===== src/rtl/flag_register_if.sv =====
// flag_register_if: ALU status, branch request and flag/branch result signals
// exchanged between the datapath/branch logic (master) and the flag register
// (slave). Clock and reset stay plain ports on the modules.
interface flag_register_if;
  // ALU status outputs
  logic       negative;
  logic       zero;
  logic       carry_out;
  logic       overflow;
  logic       set_flags;

  // Branch requests
  logic       branch_req;
  logic [3:0] cond;
  logic       cbz_req;
  logic       cbz_zero;

  // Flag register results
  logic [3:0] flags_q;
  logic       flags_valid;
  logic       take_branch;
  logic       stall;

  modport master (
    output negative, zero, carry_out, overflow, set_flags,
    output branch_req, cond, cbz_req, cbz_zero,
    input  flags_q, flags_valid, take_branch, stall
  );

  modport slave (
    input  negative, zero, carry_out, overflow, set_flags,
    input  branch_req, cond, cbz_req, cbz_zero,
    output flags_q, flags_valid, take_branch, stall
  );
endinterface


===== src/rtl/flag_register.sv =====
// flag_register: architectural NZCV flags, B.cond / CBZ decision logic.
//
// Build option FLAG_BYPASS_EN:
//   defined   - B.cond reads the incoming ALU flags when set_flags=1, so a
//               flag write and a dependent branch resolve in the same cycle;
//               stall is tied low and no interlock is built.
//   undefined - B.cond always reads flags_q; a branch arriving together with
//               a flag write is held for one cycle by a two-state interlock.
//
// Interlock states (bypass not built):
//   state | meaning
//   IDLE  | no pending collision; branches resolve against flags_q
//   WAIT  | stalled last cycle; flags_q now holds the new flags, resolve now
module flag_register (
  input  logic             clk,
  input  logic             reset,
  flag_register_if.slave   bus
);

  localparam logic [3:0] COND_EQ = 4'b0000;
  localparam logic [3:0] COND_NE = 4'b0001;
  localparam logic [3:0] COND_HS = 4'b0010;
  localparam logic [3:0] COND_LO = 4'b0011;
  localparam logic [3:0] COND_MI = 4'b0100;
  localparam logic [3:0] COND_PL = 4'b0101;
  localparam logic [3:0] COND_VS = 4'b0110;
  localparam logic [3:0] COND_VC = 4'b0111;
  localparam logic [3:0] COND_HI = 4'b1000;
  localparam logic [3:0] COND_LS = 4'b1001;
  localparam logic [3:0] COND_GE = 4'b1010;
  localparam logic [3:0] COND_LT = 4'b1011;
  localparam logic [3:0] COND_GT = 4'b1100;
  localparam logic [3:0] COND_LE = 4'b1101;

  logic [3:0] flags_r;
  logic       valid_r;
  logic [3:0] alu_flags;
  logic       take_c;
  logic       stall_c;

  assign alu_flags = {bus.negative, bus.zero, bus.carry_out, bus.overflow};

  // Evaluate a B.cond condition field against a {N,Z,C,V} flag set.
  function automatic logic cond_holds(input logic [3:0] c, input logic [3:0] f);
    logic n, z, cy, v;
    logic r;
    n  = f[3];
    z  = f[2];
    cy = f[1];
    v  = f[0];
    case (c)
      COND_EQ: r = z;
      COND_NE: r = ~z;
      COND_HS: r = cy;
      COND_LO: r = ~cy;
      COND_MI: r = n;
      COND_PL: r = ~n;
      COND_VS: r = v;
      COND_VC: r = ~v;
      COND_HI: r = cy & ~z;
      COND_LS: r = ~cy | z;
      COND_GE: r = (n == v);
      COND_LT: r = (n != v);
      COND_GT: r = ~z & (n == v);
      COND_LE: r = z | (n != v);
      default: r = 1'b1;  // AL and 1111
    endcase
    return r;
  endfunction

  // Flag register and first-write tracker; identical in both builds.
  always_ff @(posedge clk) begin
    if (reset) begin
      flags_r <= 4'b0000;
      valid_r <= 1'b0;
    end else if (bus.set_flags) begin
      flags_r <= alu_flags;
      valid_r <= 1'b1;
    end
  end

  assign bus.flags_q     = flags_r;
  assign bus.flags_valid = valid_r;
  assign bus.take_branch = take_c;
  assign bus.stall       = stall_c;

`ifdef FLAG_BYPASS_EN

  logic [3:0] flag_src;

  // Branch decision with same-cycle forwarding of the flags being written.
  always_comb begin
    flag_src = bus.set_flags ? alu_flags : flags_r;
    take_c   = 1'b0;
    if (!reset) begin
      if (bus.cbz_req) begin
        take_c = bus.cbz_zero;
      end else if (bus.branch_req) begin
        take_c = cond_holds(bus.cond, flag_src);
      end
    end
  end

  assign stall_c = 1'b0;

`else

  typedef enum logic {
    IDLE = 1'b0,
    WAIT = 1'b1
  } state_t;

  state_t state_q;
  state_t state_d;

  // Interlock state register.
  always_ff @(posedge clk) begin
    if (reset) begin
      state_q <= IDLE;
    end else begin
      state_q <= state_d;
    end
  end

  // Next state and branch/stall decision. CBZ has priority over B.cond and
  // never stalls, so only a B.cond alone can collide with a flag write.
  always_comb begin
    state_d = IDLE;
    take_c  = 1'b0;
    stall_c = 1'b0;
    if (!reset) begin
      case (state_q)
        IDLE: begin
          if (bus.branch_req && bus.set_flags && !bus.cbz_req) begin
            stall_c = 1'b1;
            state_d = WAIT;
          end else if (bus.cbz_req) begin
            take_c = bus.cbz_zero;
          end else if (bus.branch_req) begin
            take_c = cond_holds(bus.cond, flags_r);
          end
        end
        WAIT: begin
          // flags_q already holds the flags written on the stalling edge; a
          // further write this cycle lands on the edge after the decision.
          if (bus.cbz_req) begin
            take_c = bus.cbz_zero;
          end else if (bus.branch_req) begin
            take_c = cond_holds(bus.cond, flags_r);
          end
          state_d = IDLE;
        end
        default: state_d = IDLE;
      endcase
    end
  end

`endif

endmodule


===== src/flat_wrapper.sv =====
// flat-port wrapper written by rule: the top's interface ports become plain ports
module flag_register_flat 
  (clk, reset, bus_negative, bus_zero, bus_carry_out, bus_overflow, bus_set_flags, bus_branch_req, bus_cond, bus_cbz_req, bus_cbz_zero, bus_flags_q, bus_flags_valid, bus_take_branch, bus_stall);
  flag_register_if bus_i ();
  input  logic clk;
  input  logic reset;
  input wire logic [$bits(bus_i.negative)-1:0] bus_negative;
  input wire logic [$bits(bus_i.zero)-1:0] bus_zero;
  input wire logic [$bits(bus_i.carry_out)-1:0] bus_carry_out;
  input wire logic [$bits(bus_i.overflow)-1:0] bus_overflow;
  input wire logic [$bits(bus_i.set_flags)-1:0] bus_set_flags;
  input wire logic [$bits(bus_i.branch_req)-1:0] bus_branch_req;
  input wire logic [$bits(bus_i.cond)-1:0] bus_cond;
  input wire logic [$bits(bus_i.cbz_req)-1:0] bus_cbz_req;
  input wire logic [$bits(bus_i.cbz_zero)-1:0] bus_cbz_zero;
  output wire logic [$bits(bus_i.flags_q)-1:0] bus_flags_q;
  output wire logic [$bits(bus_i.flags_valid)-1:0] bus_flags_valid;
  output wire logic [$bits(bus_i.take_branch)-1:0] bus_take_branch;
  output wire logic [$bits(bus_i.stall)-1:0] bus_stall;
  assign bus_i.negative = bus_negative;
  assign bus_i.zero = bus_zero;
  assign bus_i.carry_out = bus_carry_out;
  assign bus_i.overflow = bus_overflow;
  assign bus_i.set_flags = bus_set_flags;
  assign bus_i.branch_req = bus_branch_req;
  assign bus_i.cond = bus_cond;
  assign bus_i.cbz_req = bus_cbz_req;
  assign bus_i.cbz_zero = bus_cbz_zero;
  assign bus_flags_q = bus_i.flags_q;
  assign bus_flags_valid = bus_i.flags_valid;
  assign bus_take_branch = bus_i.take_branch;
  assign bus_stall = bus_i.stall;
  flag_register u_core (.clk(clk), .reset(reset), .bus(bus_i));
endmodule

===== config.mk =====
export PLATFORM = sky130hd
export DESIGN_NAME = flag_register_flat
export DESIGN_NICKNAME = d
export VERILOG_FILES = /design/src/rtl/flag_register_if.sv /design/src/rtl/flag_register.sv /design/src/flat_wrapper.sv
export SDC_FILE = /design/constraint.sdc
export NUM_CORES = 1
export LEC_CHECK = 0
export BUFFER_PORTS_ARGS = -buffer_cell sky130_fd_sc_hd__buf_2
export CORE_AREA = 4 4 41 43
export DETAILED_ROUTE_END_ITERATION = 10
export DIE_AREA = 0 0 45 47
export MAX_ROUTING_LAYER = met4
export SYNTH_ARGS = -nofsm -noshare
export SYNTH_HDL_FRONTEND = slang
export SYNTH_SLANG_ARGS = --single-unit

===== constraint.sdc =====
create_clock -name clk -period 2.1 [get_ports clk]
set_clock_uncertainty 0.15 [all_clocks]
set_input_delay 0.315 -clock clk [delete_from_list [all_inputs] [get_ports clk]]
set_output_delay 0.315 -clock clk [all_outputs]
set_load 0.02 [all_outputs]

# Word level (Yosys, flattened, before mapping)
# Index checks and enable logic that the tools add are counted.
[op_classes]
bitwise = 9
eq_ne = 15
reduce_logical = 4
mux = 10
[op_table]
columns = ["op", "count"]
rows = [
  ["$eq 4x4->1 const B", 6],
  ["$eq 4x3->1 const B", 4],
  ["$pmux 1 s14", 1],
  ["$eq 4x2->1 const B", 2],
  ["$mux 1", 7],
  ["$not 1->1", 5],
  ["$eq 4x1->1 const B", 1],
  ["$logic_not 4->1", 1],
  ["$pmux 1 s2", 2],
  ["$and 1x1->1", 2],
  ["$logic_and 1x1->1", 2],
  ["$or 1x1->1", 2],
  ["$eq 1x1->1", 1],
  ["$logic_not 1->1", 1],
  ["$ne 1x1->1", 1],
]
[totals]
out_inout_bits = 7
regBits = 6
in_bits = 14
elab_cells = 41

# Logic depth before layout (Yosys ltp)
# Gate-level depths: netlist of run 1.
[depth]
ltp_word = 8
mapped_depth = 4
depth_no_buf = 4

# Worst setup path before layout of run 1
# Ideal clock, no wire load.
[synth_path]
path_type = "register to output"
start = "register u_core.flags_r[0] (netlist: u_core.bus.flags_q[0])"
end = "output port bus_take_branch"
stages_incl_launch_ff = 5
path_buffers = 0
required_ps = 1635
slack_ps = 94
arrival_ps = 1541
path_cell_list = "dfxtp_1 > xor2_1 > xnor2_1 > o32ai_1 > o32ai_1"
[synth_between]
elab_chain_len = 8
word_cells_on_any_way = 11
classes_between = "eq/ne (2); mux (6); bitwise (3)"
[synth_lines]
columns = ["item", "line", "text"]
rows = [
  ["start, declared", "flag_register.sv:35", "logic [3:0] flags_r;"],
  ["start signal, assigned", "flag_register.sv:77", "flags_r <= alu_flags;"],
  ["$ne 1x1->1 / $eq 1x1->1 (equally long branches)", "n/a", ""],
  ["$or 1x1->1 / $and 1x1->1 (equally long branches)", "flag_register.sv:65, flag_register.sv:64", ""],
  ["$pmux 1 s14 *", "flag_register.sv:51", "case (c)"],
  ["$mux 1 *", "flag_register.sv:139, flag_register.sv:148", ""],
  ["$mux 1 *", "flag_register.sv:137, flag_register.sv:146", ""],
  ["$mux 1", "flag_register.sv:134", "if (bus.branch_req && bus.set_flags && !bus.cbz_req) begin"],
  ["$pmux 1 s2 *", "flag_register.sv:132", "case (state_q)"],
  ["$mux 1 *", "flag_register.sv:131", "if (!reset) begin"],
  ["end, declared", "flat_wrapper.sv:18", "output wire logic [$bits(bus_i.take_branch)-1:0] bus_take_branch;"],
]
# Mark *: on every way between the ends. The rest lies on a longest branch, timed or not.

# Final worst setup path of run 1
[layout_path]
start = "register u_core.flags_r[3] (netlist: u_core.bus.flags_q[3])"
end = "output port bus_take_branch"
# The elaborated chain is that of the path after synthesis.

==> results.cfg, run 1 <==
[grt]
grt_pass1_vias = 360
grt-ovfl-total = 0
antenna_found_initial = 0
grt_max_degree = 9
grt_use_total_pct = 10.4
grt_pass1_wl_um = 1500

[critical_path]
cp_num_buf_inv = 1
cpPeakStageDelay_ns = 0.38
cp_top_family = flip-flops
cp.arrival_ns = 1.49
path_depth = 5
cp_slowest_cell = dfxtp_2
crit_top_cell = o32ai_1
start_kind = register
ff2ff_path_depth = 2
r2r_setup_slack_ns = 1.32
crit_chain = xor2_2, xnor2_1, o32ai_1, o32ai_1, buf_2
criticalPathCategory = reg2out
crit_fanout = 4
worst_ep_required_time_ns = 1.63
worstSetupEndpointType = primary output

[drt]
wire_per_inst_um = 10.9
via_per_inst = 4.64
vias = 362
drc = 0
drtPass1Iterations = 2
drt_first_iter_violations = 2
routed_wirelength_um = 850
ant_nets = 0

[yosys]
syn_nets = 54
synth_top_family_by_area = simple AND/OR/NAND/NOR gates
postSynthCellCount = 40
yosysUniqueCellTypes = 17
ys_seq_area_share_pct = 33.2
syn_avg_cell_area_um2 = 9.04
syn_area_um2 = 362
synth_seq_cells = 6
synth_compound_area_share_pct = 11.1
synth-adder-area-share_pct = 0
synth_xor_area_share_pct = 9.69
synthSimpleGateAreaFrac_pct = 23.5
muxShareOfSynthArea_pct = 19.4
synth_warnings = 0

[timing]
period_minus_slack_ns = 1.96
setup_viol = 0
relSlewSlack_pct = 83.4
rsz0062_at_grt = false
final-max-slew-violation-count = 0
hold_violations = 0
setup_tns_ns = 0
max_freq_mhz = 511
min_period_over_period_pct = 93.2
tightestPinTransition_ns = 0.248

[outcome]
status = finished, final reports clean

[clocking]
clkLatencyLatePin_ns = 0.23
post_cts.repair.setup_buffers = 0
cts.root.buffer_cell = clkbuf_4
postCtsResizedCells = 0
clockBufferDepth = 2
cts_tree = built
path_clk_slew_ns = 0.04
htreeDepth = 1
numCtsBuffers = 3
cts_hold_buf = 0
cts.sinks = 6

[power]
p_comb_share_pct = 24.6
switching_share_pct = 26.5
irDropWorstVdd_mv = 0.282
p_int_mw = 0.222
switchingPower_mw = 0.0801
power_frac_seq_pct = 42.4
clockPowerShare_pct = 32.9
leakagePower_nw = 0.249
power_density_nw_per_um2 = 585

[cells_and_area]
drive_gt1_share_pct = 46.0
nNetsFinal = 79
area.growth.synth_to_final_pct = 42.9
n_antenna_cell = 0
final_common_cell = buf_2
mostFrequentLayoutCells = 20 x buf_2, 7 x mux2i_1, 6 x nor2_1, 4 x dfxtp_1
final_util_pct = 39.7

[min_path]
hold_depth = 3
hp-class = in2reg

[die]
core_um2 = 1300
die_area_um2 = 2120
fp.dieH_um = 47
start_util_pct = 27.8
num_io_pins = 21
die_width_um = 45
std_cell_rows = 13

[placement]
port_buffers = 20
gp_congestion = 0.664

[job]
maxCapViolations = 0
[final timing paths]
path	start	to
setup / recovery	u_core.bus.flags_q[3]$_SDFFE_PP0P_	bus_take_branch
hold / removal	bus_zero	u_core.bus.flags_q[2]$_SDFFE_PP0P_
setup reg to reg	u_core.bus.flags_q[3]$_SDFFE_PP0P_	u_core.bus.flags_q[3]$_SDFFE_PP0P_
hold reg to reg	u_core.state_q$_SDFF_PP0_	u_core.state_q$_SDFF_PP0_
[layer usage]
metal / up-vias / global-route usage (%) / wire length (um)
met5: - / - / 0
met3: 0 / 2.30 / 68
met2: 14 / 14.1 / 392
met4: 0 / 7.02 / 0
met1: 162 / 13.4 / 389
li1: 186 / - / -
[metrics by stage]
| step | instances | area, um^2 | hold slack (ns) | power, mW | setup WS (ns) |
|---|---|---|---|---|---|
| 3_3_place_gp | 75 | 484 | 0.278 | 0.202 | 0.178 |
| 5_1_grt | 78 | 517 | 0.168 | 0.324 | 0.0138 |
| 3_5_place_dp | 75 | 484 | 0.294 | 0.204 | 0.157 |
| 2_1_floorplan | 40 | 362 | 0.237 | 0.172 | 0.0937 |
| 6_report | 78 | 517 | 0.169 | 0.302 | 0.144 |
| 4_1_cts | 78 | 507 | 0.162 | 0.308 | 0.0560 |
[sequential cells by signal, summed over array words and instances, names as in the netlist]
signal / count
u_core.bus.flags_q: 4
u_core.state_q: 1
u_core.bus.flags_valid: 1
[Yosys cell counts (all sizes together)]
master	n	area share [%]
a21oi	1	2.4
clkbuf	1	1.0
dfxtp	6	33
inv	2	2.1
mux2i	7	19
nand2	1	1.0
nand2b	2	3.5
nand3	1	1.4
nand3b	2	4.2
nor2	6	6.2
nor3b	2	4.2
o22ai	1	1.7
o31ai	1	2.1
o32ai	2	4.8
or3b	1	3.1
xnor2	3	7.3
xor2	1	2.4
[tightest hold or removal path, delay by kind of cell]
kind,cells,cell delay [ns]
buffers and inverters,1,0.08
multiplexers,1,0.06
AND/OR/NAND/NOR,1,0.07
[kinds of logic (layout without fill, tap and decap cells)]
kind of cell / after synthesis / count (layout)
muxes: 7 / 7
xor gates and xnor gates: 4 / 4
buffers and inverters: 3 / 26
DFF: 6 / 6
and+or+nand+nor: 15 / 15
AOI/OAI and AO/OA: 5 / 5
[layout make-up]
type	count	area (um^2)
Clock buffer	3	22.5
Fill cell	151	785
Inverter	2	7.51
Multi-Input combinational cell	31	238
Sequential cell	6	123
Tap cell	15	18.8
Timing Repair Buffer	21	108
[power groups by stage]
stage | clock network, mW | logic [mW] | registers [mW]
after global placement | 0 | 0.0736 | 0.129
final | 0.0995 | 0.0745 | 0.128
after detailed placement | 0 | 0.0747 | 0.129
after global routing | 0.112 | 0.0822 | 0.129
after floorplan | 0 | 0.0369 | 0.135
after CTS | 0.107 | 0.0749 | 0.127
No activity file was read; power rests on OpenSTA's default activity.
==> inputs of run 2 (changes only) <==
Settings changed: MAX_ROUTING_LAYER met4 to not set.
==> results.cfg, run 2 (synthesis results as in run 1) <==
[job]
maxCapViolations = 0

[timing]
relSlewSlack_pct = 83.4
setup_viol = 0
final-max-slew-violation-count = 0
min_period_over_period_pct = 93.2
hold_violations = 0
period_minus_slack_ns = 1.96
max_freq_mhz = 511
setup_tns_ns = 0
worst_slack_ns = 0.144
rsz0062_at_grt = false
tightestPinTransition_ns = 0.248

[clocking]
cts.root.buffer_cell = clkbuf_4
post_cts.repair.setup_buffers = 0
cts.sinks = 6
path_clk_slew_ns = 0.04
clkLatencyLatePin_ns = 0.23
numCtsBuffers = 3
clockBufferDepth = 2
htreeDepth = 1
cts_tree = built
cts_hold_buf = 0
postCtsResizedCells = 0

[critical_path]
endpoint = bus_take_branch
start_kind = register
cp_slowest_cell = dfxtp_2
cpPeakStageDelay_ns = 0.38
crit-reg2reg-capture = u_core.bus.flags_q[3]$_SDFFE_PP0P_
criticalPathCategory = reg2out
crit_fanout = 4
path_depth = 5
cp_top_family = flip-flops
cp_num_buf_inv = 1
r2r_setup_slack_ns = 1.32
crit_chain = xor2_2, xnor2_1, o32ai_1, o32ai_1, buf_2
crit_start = u_core.bus.flags_q[3]$_SDFFE_PP0P_
worst_ep_required_time_ns = 1.63
worstSetupEndpointType = primary output
cp.arrival_ns = 1.49
crit_top_cell = o32ai_1
ff2ff_path_depth = 2
timing.rr.start = u_core.bus.flags_q[3]$_SDFFE_PP0P_

[drt]
wire_per_inst_um = 11.0
via_per_inst = 4.65
routed_wirelength_um = 855
drt_first_iter_violations = 2
ant_nets = 0
drtPass1Iterations = 2
vias = 363
drc = 0

[grt]
grt_max_degree = 9
antenna_found_initial = 0
grt_pass1_wl_um = 1490
grt_use_total_pct = 10.0
grt-ovfl-total = 0
grt_pass1_vias = 361

[cells_and_area]
mostFrequentLayoutCells = 20 x buf_2, 7 x mux2i_1, 6 x nor2_1, 4 x dfxtp_1
largest_reg_flops = 4
n_antenna_cell = 0
drive_gt1_share_pct = 46.0
final_common_cell = buf_2
nNetsFinal = 79
area.growth.synth_to_final_pct = 42.9

[power]
power_density_nw_per_um2 = 586
leakagePower_nw = 0.249
irDropWorstVdd_mv = 0.283

[die]
core_um2 = 1300
fp.dieH_um = 47
die_area_um2 = 2120
std_cell_rows = 13
start_util_pct = 27.8
num_io_pins = 21
die_width_um = 45

[placement]
place_ws_ns = 0.157
port_buffers = 20
gp_congestion = 0.658

[outcome]
status = finished, final reports clean

[min_path]
hp-class = in2reg
## run 2: metal layers
metal	vias up	wire [um]	track usage, %
met5	-	0	0
met4	0	0	7.02
met2	14	400	14.4
met1	163	381	13.0
li1	186	-	-
met3	0	74	2.68
## run 2: power by group
part           switching (mW)  internal [mW]
registers             0.00690          0.121
clock network          0.0356         0.0642
logic                  0.0378         0.0366
## run 2: how the worst min path moves through the flow
| stage | slack [ns] | end | startpoint | depth (start not counted) |
|---|---|---|---|---|
| floorplan | 0.24 | u_core.bus.flags_q[0]$_SDFFE_PP0P_ | reset | 1 |
| global placement | 0.28 | u_core.state_q$_SDFF_PP0_ | u_core.state_q$_SDFF_PP0_ | 1 |
| detailed placement | 0.29 | u_core.state_q$_SDFF_PP0_ | u_core.state_q$_SDFF_PP0_ | 1 |
| CTS | 0.16 | u_core.bus.flags_q[1]$_SDFFE_PP0P_ | bus_carry_out | 3 |
| global route | 0.17 | u_core.bus.flags_q[2]$_SDFFE_PP0P_ | bus_zero | 3 |
| finish | 0.17 | u_core.bus.flags_q[2]$_SDFFE_PP0P_ | bus_zero | 3 |
## run 2: tightest hold or removal path, cell delays in order
cell	delay (ns)
buf_2	0.08
mux2i_1	0.06
nor2_1	0.07
## run 2: stage by stage
stage	hold WS (ns)	power [mW]	area (um^2)	util (%)	std cells
2_1_floorplan	0.237	0.172	362	-	40
3_3_place_gp	0.278	0.202	484	37.2	75
3_5_place_dp	0.294	0.204	484	37.2	75
4_1_cts	0.162	0.308	507	38.9	78
5_1_grt	0.168	0.324	517	39.7	78
6_report	0.169	0.303	517	39.7	78
## run 2: area by class of cell
type	instances	area (um^2)
sequential	6	123
timing repair buffer	21	108
multi-input combinational	31	238
tap	15	18.8
clock buffer	3	22.5
fill	151	785
inverter	2	7.51
